===== src/rtl/uart_tx_arbiter.sv =====
// rtl/uart_tx_arbiter.sv - round-robin two-requester word serializer and UART tx scheduler (optional header: UART_ARB_HEADER_EN)
module uart_tx_arbiter #(
    parameter int NB_DATA = 8,
    parameter int NB_WORD = 32,
    parameter int NB_CNT  = 3
) (
    input  logic               clk,
    input  logic               i_rst_n,
    input  logic               i_en,
    input  logic               i_a_valid,
    input  logic [NB_WORD-1:0] i_a_data,
    output logic               o_a_ready,
    input  logic               i_b_valid,
    input  logic [NB_WORD-1:0] i_b_data,
    output logic               o_b_ready,
    output logic               o_wr,
    output logic [NB_DATA-1:0] o_wdata,
    input  logic               i_tx_full,
    input  logic               i_tx_empty,
    output logic               o_tx_start,
    input  logic               i_tx_done,
    output logic               o_busy,
    output logic [1:0]         o_grant
);

    localparam logic [NB_CNT-1:0] WORD_BYTES = NB_CNT'(NB_WORD / NB_DATA);
    localparam logic [NB_CNT-1:0] CNT_ONE    = NB_CNT'(1);
`ifdef UART_ARB_HEADER_EN
    localparam logic [NB_DATA-1:0] HDR_A = NB_DATA'(8'hA0);
    localparam logic [NB_DATA-1:0] HDR_B = NB_DATA'(8'hB0);
`endif

`ifdef UART_ARB_HEADER_EN
    typedef enum logic [1:0] {S_IDLE = 2'd0, S_SEND = 2'd1, S_HDR = 2'd2} state_t;
`else
    typedef enum logic [1:0] {S_IDLE = 2'd0, S_SEND = 2'd1} state_t;
`endif

    state_t             r_state;
    logic [NB_WORD-1:0] r_shift;
    logic [NB_CNT-1:0]  r_cnt;
    logic               r_last_b;
    logic [1:0]         r_grant;
    logic               r_tx_start;
    logic               r_tx_busy;

    logic               w_pick_a;
    logic               w_pick_b;
    logic               w_wr;

    // Round-robin pick: a lone requester wins, a tie goes to whoever did not own the last word
    always_comb begin
        w_pick_a = 1'b0;
        w_pick_b = 1'b0;
        if (r_state == S_IDLE && i_en) begin
            if (i_a_valid && (!i_b_valid || r_last_b)) begin
                w_pick_a = 1'b1;
            end else if (i_b_valid) begin
                w_pick_b = 1'b1;
            end
        end
    end

    assign w_wr      = (r_state != S_IDLE) && !i_tx_full;
    assign o_wr      = w_wr;
    assign o_a_ready = w_pick_a;
    assign o_b_ready = w_pick_b;
    assign o_grant   = r_grant;
    assign o_tx_start = r_tx_start;
    assign o_busy    = (r_state != S_IDLE) || r_tx_busy;

    // FIFO write data: header byte in HDR, otherwise the low byte of the shift register
    always_comb begin
        o_wdata = '0;
        if (r_state == S_SEND) begin
            o_wdata = r_shift[NB_DATA-1:0];
        end
`ifdef UART_ARB_HEADER_EN
        if (r_state == S_HDR) begin
            o_wdata = r_grant[1] ? HDR_B : HDR_A;
        end
`endif
    end

    // Word FSM: capture on grant, then emit one byte per non-full cycle until the counter runs out
    always_ff @(posedge clk or negedge i_rst_n) begin
        if (!i_rst_n) begin
            r_state  <= S_IDLE;
            r_shift  <= '0;
            r_cnt    <= '0;
            r_last_b <= 1'b1;
            r_grant  <= 2'b00;
        end else begin
            case (r_state)
                S_IDLE: begin
                    if (w_pick_a || w_pick_b) begin
                        r_shift <= w_pick_a ? i_a_data : i_b_data;
                        r_cnt   <= WORD_BYTES;
                        r_grant <= {w_pick_b, w_pick_a};
`ifdef UART_ARB_HEADER_EN
                        r_state <= S_HDR;
`else
                        r_state <= S_SEND;
`endif
                    end
                end
`ifdef UART_ARB_HEADER_EN
                S_HDR: begin
                    if (w_wr) begin
                        r_state <= S_SEND;
                    end
                end
`endif
                S_SEND: begin
                    if (w_wr) begin
                        r_shift <= r_shift >> NB_DATA;
                        r_cnt   <= r_cnt - CNT_ONE;
                        if (r_cnt == CNT_ONE) begin
                            r_last_b <= r_grant[1];
                            r_grant  <= 2'b00;
                            r_state  <= S_IDLE;
                        end
                    end
                end
                default: begin
                    r_state <= S_IDLE;
                end
            endcase
        end
    end

    // Tx scheduler: one start per idle period while the FIFO holds data; done always wins over a new start
    always_ff @(posedge clk or negedge i_rst_n) begin
        if (!i_rst_n) begin
            r_tx_start <= 1'b0;
            r_tx_busy  <= 1'b0;
        end else if (i_tx_done) begin
            r_tx_start <= 1'b0;
            r_tx_busy  <= 1'b0;
        end else if (i_en && !r_tx_busy && !i_tx_empty && !r_tx_start) begin
            r_tx_start <= 1'b1;
            r_tx_busy  <= 1'b1;
        end else begin
            r_tx_start <= 1'b0;
        end
    end

endmodule


===== config.mk =====
export PLATFORM = sky130hd
export DESIGN_NAME = uart_tx_arbiter
export DESIGN_NICKNAME = d
export VERILOG_FILES = /design/src/rtl/uart_tx_arbiter.sv
export SDC_FILE = /design/constraint.sdc
export NUM_CORES = 1
export LEC_CHECK = 0
export BUFFER_PORTS_ARGS = -buffer_cell sky130_fd_sc_hd__buf_2
export CORE_UTILIZATION = 40
export DETAILED_ROUTE_END_ITERATION = 6
export PLACE_DENSITY = 0.77
export SYNTH_ARGS = -nofsm -noshare
export SYNTH_HDL_FRONTEND = slang
export SYNTH_SLANG_ARGS = --single-unit

===== constraint.sdc =====
create_clock -name clk -period 1.95 [get_ports clk]
set_input_delay 0.39 -clock clk [delete_from_list [all_inputs] [get_ports clk]]
set_output_delay 0.39 -clock clk [all_outputs]
set_load 0.01 [all_outputs]

==> results of run 1 <==
==> worst max-delay path by stage <==
stage,endpoint,slack [ps],from
floorplan,r_shift[10]$_DFFE_PN0P_,530,r_last_b$_DFFE_PN1P_
global placement,r_shift[21]$_DFFE_PN0P_,270,r_state[0]$_DFFE_PN0P_
detailed placement,r_shift[4]$_DFFE_PN0P_,230,r_state[0]$_DFFE_PN0P_
CTS,o_busy,130,r_state[0]$_DFFE_PN0P_
global route,o_a_ready,90,r_last_b$_DFFE_PN1P_
finish,o_busy,150,r_state[0]$_DFFE_PN0P_
==> synth_stat cells (2+ instances only) <==
cell	count	area, um^2
a21o_1	3	22.5
a21oi_1	25	125
a22oi_1	8	60.1
and2_1	8	50.1
and3_1	3	18.8
buf_12	2	40.0
buf_2	7	35.0
buf_6	2	22.5
clkbuf_1	3	11.3
dfrtp_1	40	1000
ha_1	2	25.0
inv_1	3	11.3
mux2i_1	24	240
nand2_1	20	75.1
nand3b_1	25	188
nor2_1	4	15.0
o21ai_0	22	110
o21ai_1	6	30.0
==> critical path: stages (launching register included) <==
cell	delay (ps)
dfrtp_1	450
buf_4	230
or2_2	300
buf_2	140
==> through the flow <==
stage | util [%] | worst slack (ps)
after floorplan | - | 533
after global placement | 51.3 | 265
after global routing | 53.4 | 92.1
after detailed placement | 51.3 | 226
final | 53.4 | 154
after CTS | 53.3 | 134
==> flip-flops by register name, indices dropped and copies added, names as in the netlist <==
register,cells
o_grant,2
o_tx_start,1
r_cnt,3
r_last_b,1
r_shift,32
r_state,1
r_tx_busy,1
==> power groups by stage <==
stage	registers (W)	logic, W	clock network (W)
after detailed placement	0.00140	0.00128	0
after CTS	0.00139	0.00129	0.000664
after floorplan	0.00134	0.000936	0
after global placement	0.00138	0.00123	0
final	0.00139	0.00127	0.000643
after global routing	0.00143	0.00144	0.000696
==> layout make-up <==
| cell class | instances | share of cell area, % |
|---|---|---|
| inverter | 4 | 0.537 |
| clock buffer | 5 | 2.46 |
| multi-input combinational | 162 | 38.2 |
| timing repair buffer | 93 | 17.7 |
| tap | 70 | 3.13 |
| clock inverter | 2 | 1.25 |
| sequential | 41 | 36.7 |
==> logic make-up after synthesis <==
| kind of cell | after synthesis | share of synthesized area [%] |
|---|---|---|
| multiplexers | 25 | 11.3 |
| flip-flops | 41 | 46.2 |
| adder cells (fa/ha/maj) | 2 | 1.13 |
| AND/OR/NAND/NOR | 67 | 18.1 |
| buffers and inverters | 20 | 6.14 |
| AO/OA/AOI/OAI | 68 | 17.1 |
==> metal layers <==
layer  GRT usage [%]  routed length, um  share of wire, %
met2            29.5               2290                47
met3            3.47                281               5.7
met5               0                  0                 0
met1            22.9               2320                47
met4            4.04                 29              0.59
==> repair_timing <==
item | CTS | global route
gates resized for setup | 0 | 1
hold buffers | 0 | 0
setup endpoints to repair | 0 | 1
==> run summary, run 1 <==
largest net degree at the start of global routing - 26
RSZ-0062 raised after global routing - no
Async SR Flop Fraction - 100%
syn_area_per_cell - 9.96 um^2
Seq pwr share - 42.0%
initial antenna violation count - 0
post-route setup TNS - 0 ps
Reg clk slew, reported paths - 70 ps
relative slew slack - 36.9%
CP arrival - 1410 ps
syn_nets - 297
share of layout cells above drive strength 1 - 35.8%
drt wl/cell - 13.1 um
Max-cap violations - 0
fin crit share - 92.1%
Die W - 76.5 um
sw frac - 34.1%
Mapped Area - 0.00222 mm^2
r2r startpoint - r_state[0]$_DFFE_PN0P_
Comb power frac - 38.5%
clk_lat worst skew - 290 ps
commonest cells after routing, fill and taps aside - buf_2 (86), dfrtp_1 (40), nand3b_1 (25), a21oi_1 (25), mux2i_1 (24)
CTS sink count - 41
placed cell area - 0.00269 mm^2
critical path launch point type - flop
status - completed
Starting DRT DRC Count - 142
die height - 76.5 um
fin. max-slew vios - 0
commonest register cell after synthesis - dfrtp_1
row cnt - 26
Clock Tree Buf Depth - 2
filler cell count - 469
number of global-route vias before repair - 1,806
Yosys cell types - 34
final wirelength - 4920 um
Final GP Congestion - 0.744
first-pass GRT wire length - 8250 um
total iterations of the first detailed-routing run - 4
net switching power figure - 0.00113 W
clock period minus worst slack - 1800 ps
clock network power share - 19.5%
# IOs - 87
total power draw - 0.00331 W
final instance area - 0.00280 mm^2
Peak VDD IR - 765 uV
maximum fanout along the worst path - 20
Lkg Pwr - 1.32 nW
Post-DP HPWL - 3650 um
internal power - 0.00218 W
DRC Markers - 0
sequential area share after synthesis - 46.2%
FF+latch area - 0.00103 mm^2
Final Skew - 7.67 ps
DRT antenna net count - 0
Setup CP Type - flop to output pin
Seq cells post-synth - 41
Final Hold Fails - 0
total global routing overflow - 0
All-Layer GR Usage - 17.4%
reg2reg path depth - 3
CTS tree - yes
post-synthesis instance total - 223
placed cells - 370
Tightest Pin Transition - 946 ps
port bufs - 86
count of final setup violators - 0
clk root buf - clkbuf_8
Diodes inserted - 0
H-tree depth - 2
CTS Buf Count - 5
area grow syn2layout - 25.9%
Post-synth EDFFs - 0
Initial Util - 42.4%
Via Count - 1,897
Vias/cell - 5.03
Synthesis Warnings - 0
Layout Nets - 381
R2R setup slack - 230 ps
Fmax achieved - 557 MHz
worst hold-check path type - input pin to asynchronous set/reset pin
Post-CTS Repair Setup Buffers - 0
Worst EP required - 1560 ps
worst hold slack - 11.8 ps
area of the die - 0.00586 mm^2
Setup crit end kind - output pin
Layout Cells excl Fill - 377
multi-input logic area - 0.00107 mm^2
Reg-to-Reg End - r_shift[17]$_DFFE_PN0P_
most common cell after layout, fill and taps aside - buf_2
core box area - 0.00524 mm^2
PwrDens - 1180 mW/mm^2
(Power assumes the default switching activity.)
==> run 2, diff against run 1 <==
- GPL_TIMING_DRIVEN: not set -> 0
==> run 2 against run 1 <==
Final area increased by 1.6%. Via count increased by 3.6%. Sequential power about the same. Critical endpoint unchanged. Largest power group unchanged.
==> run summary, run 2 (same netlist as run 1, synthesis figures left out) <==
post-route setup TNS - 0 ps (unchanged)
fin crit share - 96.2% (+4.1 points)
Slowest-stage cell, CP - dfrtp_1
number of global-route vias before repair - 1,863 (+3.2%)
RSZ-0062 raised after global routing - no
delay-heaviest family, CP - buffers and inverters
CP arrival - 1490 ps (+80 ps)
count of final setup violators - 0 (unchanged)
DRC Markers - 0 (unchanged)
Buf/Inv on CP - 3 (+1)
Vias/cell - 5.08 (+0.91%)
Final Hold Fails - 0 (unchanged)
DRT antenna net count - 0 (unchanged)
clk_lat worst skew - 290 ps (about the same)
max reg flops - 32 (unchanged)
Clock Tree Buf Depth - 2 (unchanged)
commonest cells after routing, fill and taps aside - buf_2 (92), dfrtp_1 (40), nand3b_1 (25), a21oi_1 (25), mux2i_1 (24)
Worst path max stage delay - 390 ps (-60 ps)
drt wl/cell - 13.8 um (+5.3%)
H-tree depth - 2 (unchanged)
Final Skew - 2.77 ps (-4.90 ps)
number of hold buffers added after cts - 0 (unchanged)
Setup crit end kind - output pin
share of layout cells above drive strength 1 - 36.6% (+0.76 points)
All-Layer GR Usage - 19.1% (+1.6 points)
core box area - 0.00524 mm^2 (unchanged)
Worst EP required - 1560 ps (about the same)
Layout Nets - 391 (+2.6%)
initial antenna violation count - 0 (unchanged)
Via Count - 1,965 (+3.6%)
maximum fanout along the worst path - 10 (-50%)
Die W - 76.5 um (unchanged)
row cnt - 26 (unchanged)
port bufs - 86 (unchanged)
Peak VDD IR - 569 uV (-26%)
clk root buf - clkbuf_8
CTS Buf Count - 5 (unchanged)
Diodes inserted - 0 (unchanged)
total iterations of the first detailed-routing run - 4 (unchanged)
first-pass GRT wire length - 8870 um (+7.5%)
Lkg Pwr - 1.35 nW (+2.4%)
filler cell count - 464 (-1.1%)
Initial Util - 42.4% (unchanged)
area of the die - 0.00586 mm^2 (unchanged)
final worst slack - 73.6 ps (-80.7 ps)
worst-path cell chain - buf_4 -> clkbuf_2 -> or2_2 -> buf_2
status - completed
relative slew slack - 39.1% (+2.2 points)
CTS tree - yes
area grow syn2layout - 27.9%
largest net degree at the start of global routing - 42 (+62%)
clock period minus worst slack - 1880 ps (+80.7 ps)
critical path launch point type - flop
Fmax achieved - 533 MHz (-4.3%)
Max-cap violations - 0 (unchanged)
total global routing overflow - 0 (unchanged)
# IOs - 87 (unchanged)
Final GP Congestion - 0.772 (+3.8%)
worst hold-check path type - input pin to asynchronous set/reset pin
Setup CP Type - flop to output pin
Place WS - 267 ps (+41.0 ps)
Starting DRT DRC Count - 94 (-34%)
Post-DP HPWL - 4020 um (+10%)
final wirelength - 5320 um (+8.1%)
Tightest Pin Transition - 913 ps (-32.5 ps)
CTS sink count - 41 (unchanged)
most common cell after layout, fill and taps aside - buf_2
Reg clk slew, reported paths - 70 ps (about the same)
PwrDens - 1160 mW/mm^2 (-2.0%)
largest reg by FF count - r_shift
fin. max-slew vios - 0 (unchanged)
die height - 76.5 um (unchanged)
run 2: cell count changes in the layout (fill, tap and decap cells not counted), sizes merged:
cell | previous run | this run
buf | 93 | 99
bufinv | 1 | 0
clkbuf | 5 | 11
clkinv | 1 | 0
run 2: final timing paths:
| check | from | end | slack (ps) | depth (start not counted) |
|---|---|---|---|---|
| worst max-delay path | r_state[0]$_DFFE_PN0P_ | o_busy | 70 | 4 |
| worst min-delay path | i_rst_n | o_grant[1]$_DFFE_PN0P_ | 230 | 1 |
| worst max register to register | r_state[0]$_DFFE_PN0P_ | r_shift[9]$_DFFE_PN0P_ | 250 | 5 |
| worst min register to register | o_tx_start$_DFF_PN0_ | o_tx_start$_DFF_PN0_ | 460 | 1 |
| max in group asynchronous | i_rst_n | r_shift[5]$_DFFE_PN0P_ | 1150 | 1 |
| min in group clk | i_tx_empty | o_tx_start$_DFF_PN0_ | 260 | 2 |
run 2: timing repair:
item	CTS	global route
resized for setup	1	3
endpoints found under the setup margin	1	3
setup buffers	0	1
run 2: routing by layer:
metal	share of wire [%]	vias up	track usage [%]
met5	0	-	0
met1	47	905	26.3
met2	47	75	30.9
met3	5.1	7	2.75
met4	1.2	0	5.77
li1	-	978	-
run 2: cell type report:
| cell class | instances | area, um^2 | share of cell area (%) |
|---|---|---|---|
| tap | 70 | 87.6 | 3.08 |
| timing repair buffer | 87 | 438 | 15.4 |
| inverter | 4 | 15.0 | 0.528 |
| buffer | 16 | 129 | 4.54 |
| sequential | 41 | 1030 | 36.2 |
| multi-input combinational | 162 | 1060 | 37.3 |
| clock buffer | 7 | 86.3 | 3.04 |
run 2: where the power goes:
| part | leakage [nW] | switching, W | internal, W |
|---|---|---|---|
| clock network | 0.0443 | 0.000275 | 0.000281 |
| logic | 0.830 | 0.000711 | 0.000645 |
| registers | 0.477 | 0.000178 | 0.00120 |
| total | 1.35 | 0.00116 | 0.00213 |
run 2: metrics by stage:
| step | cells | util [%] | total power, W | instance area (um^2) | hold WS [ps] |
|---|---|---|---|---|---|
| floorplan | 223 | - | 0.00227 | 2220 | 94.4 |
| detailed placement | 379 | 52.3 | 0.00274 | 2740 | 454 |
| finish | 387 | 54.3 | 0.00329 | 2840 | 230 |
| CTS | 386 | 54.0 | 0.00330 | 2830 | 249 |
| global placement | 379 | 52.3 | 0.00267 | 2740 | 438 |
| global route | 387 | 54.3 | 0.00356 | 2840 | 274 |
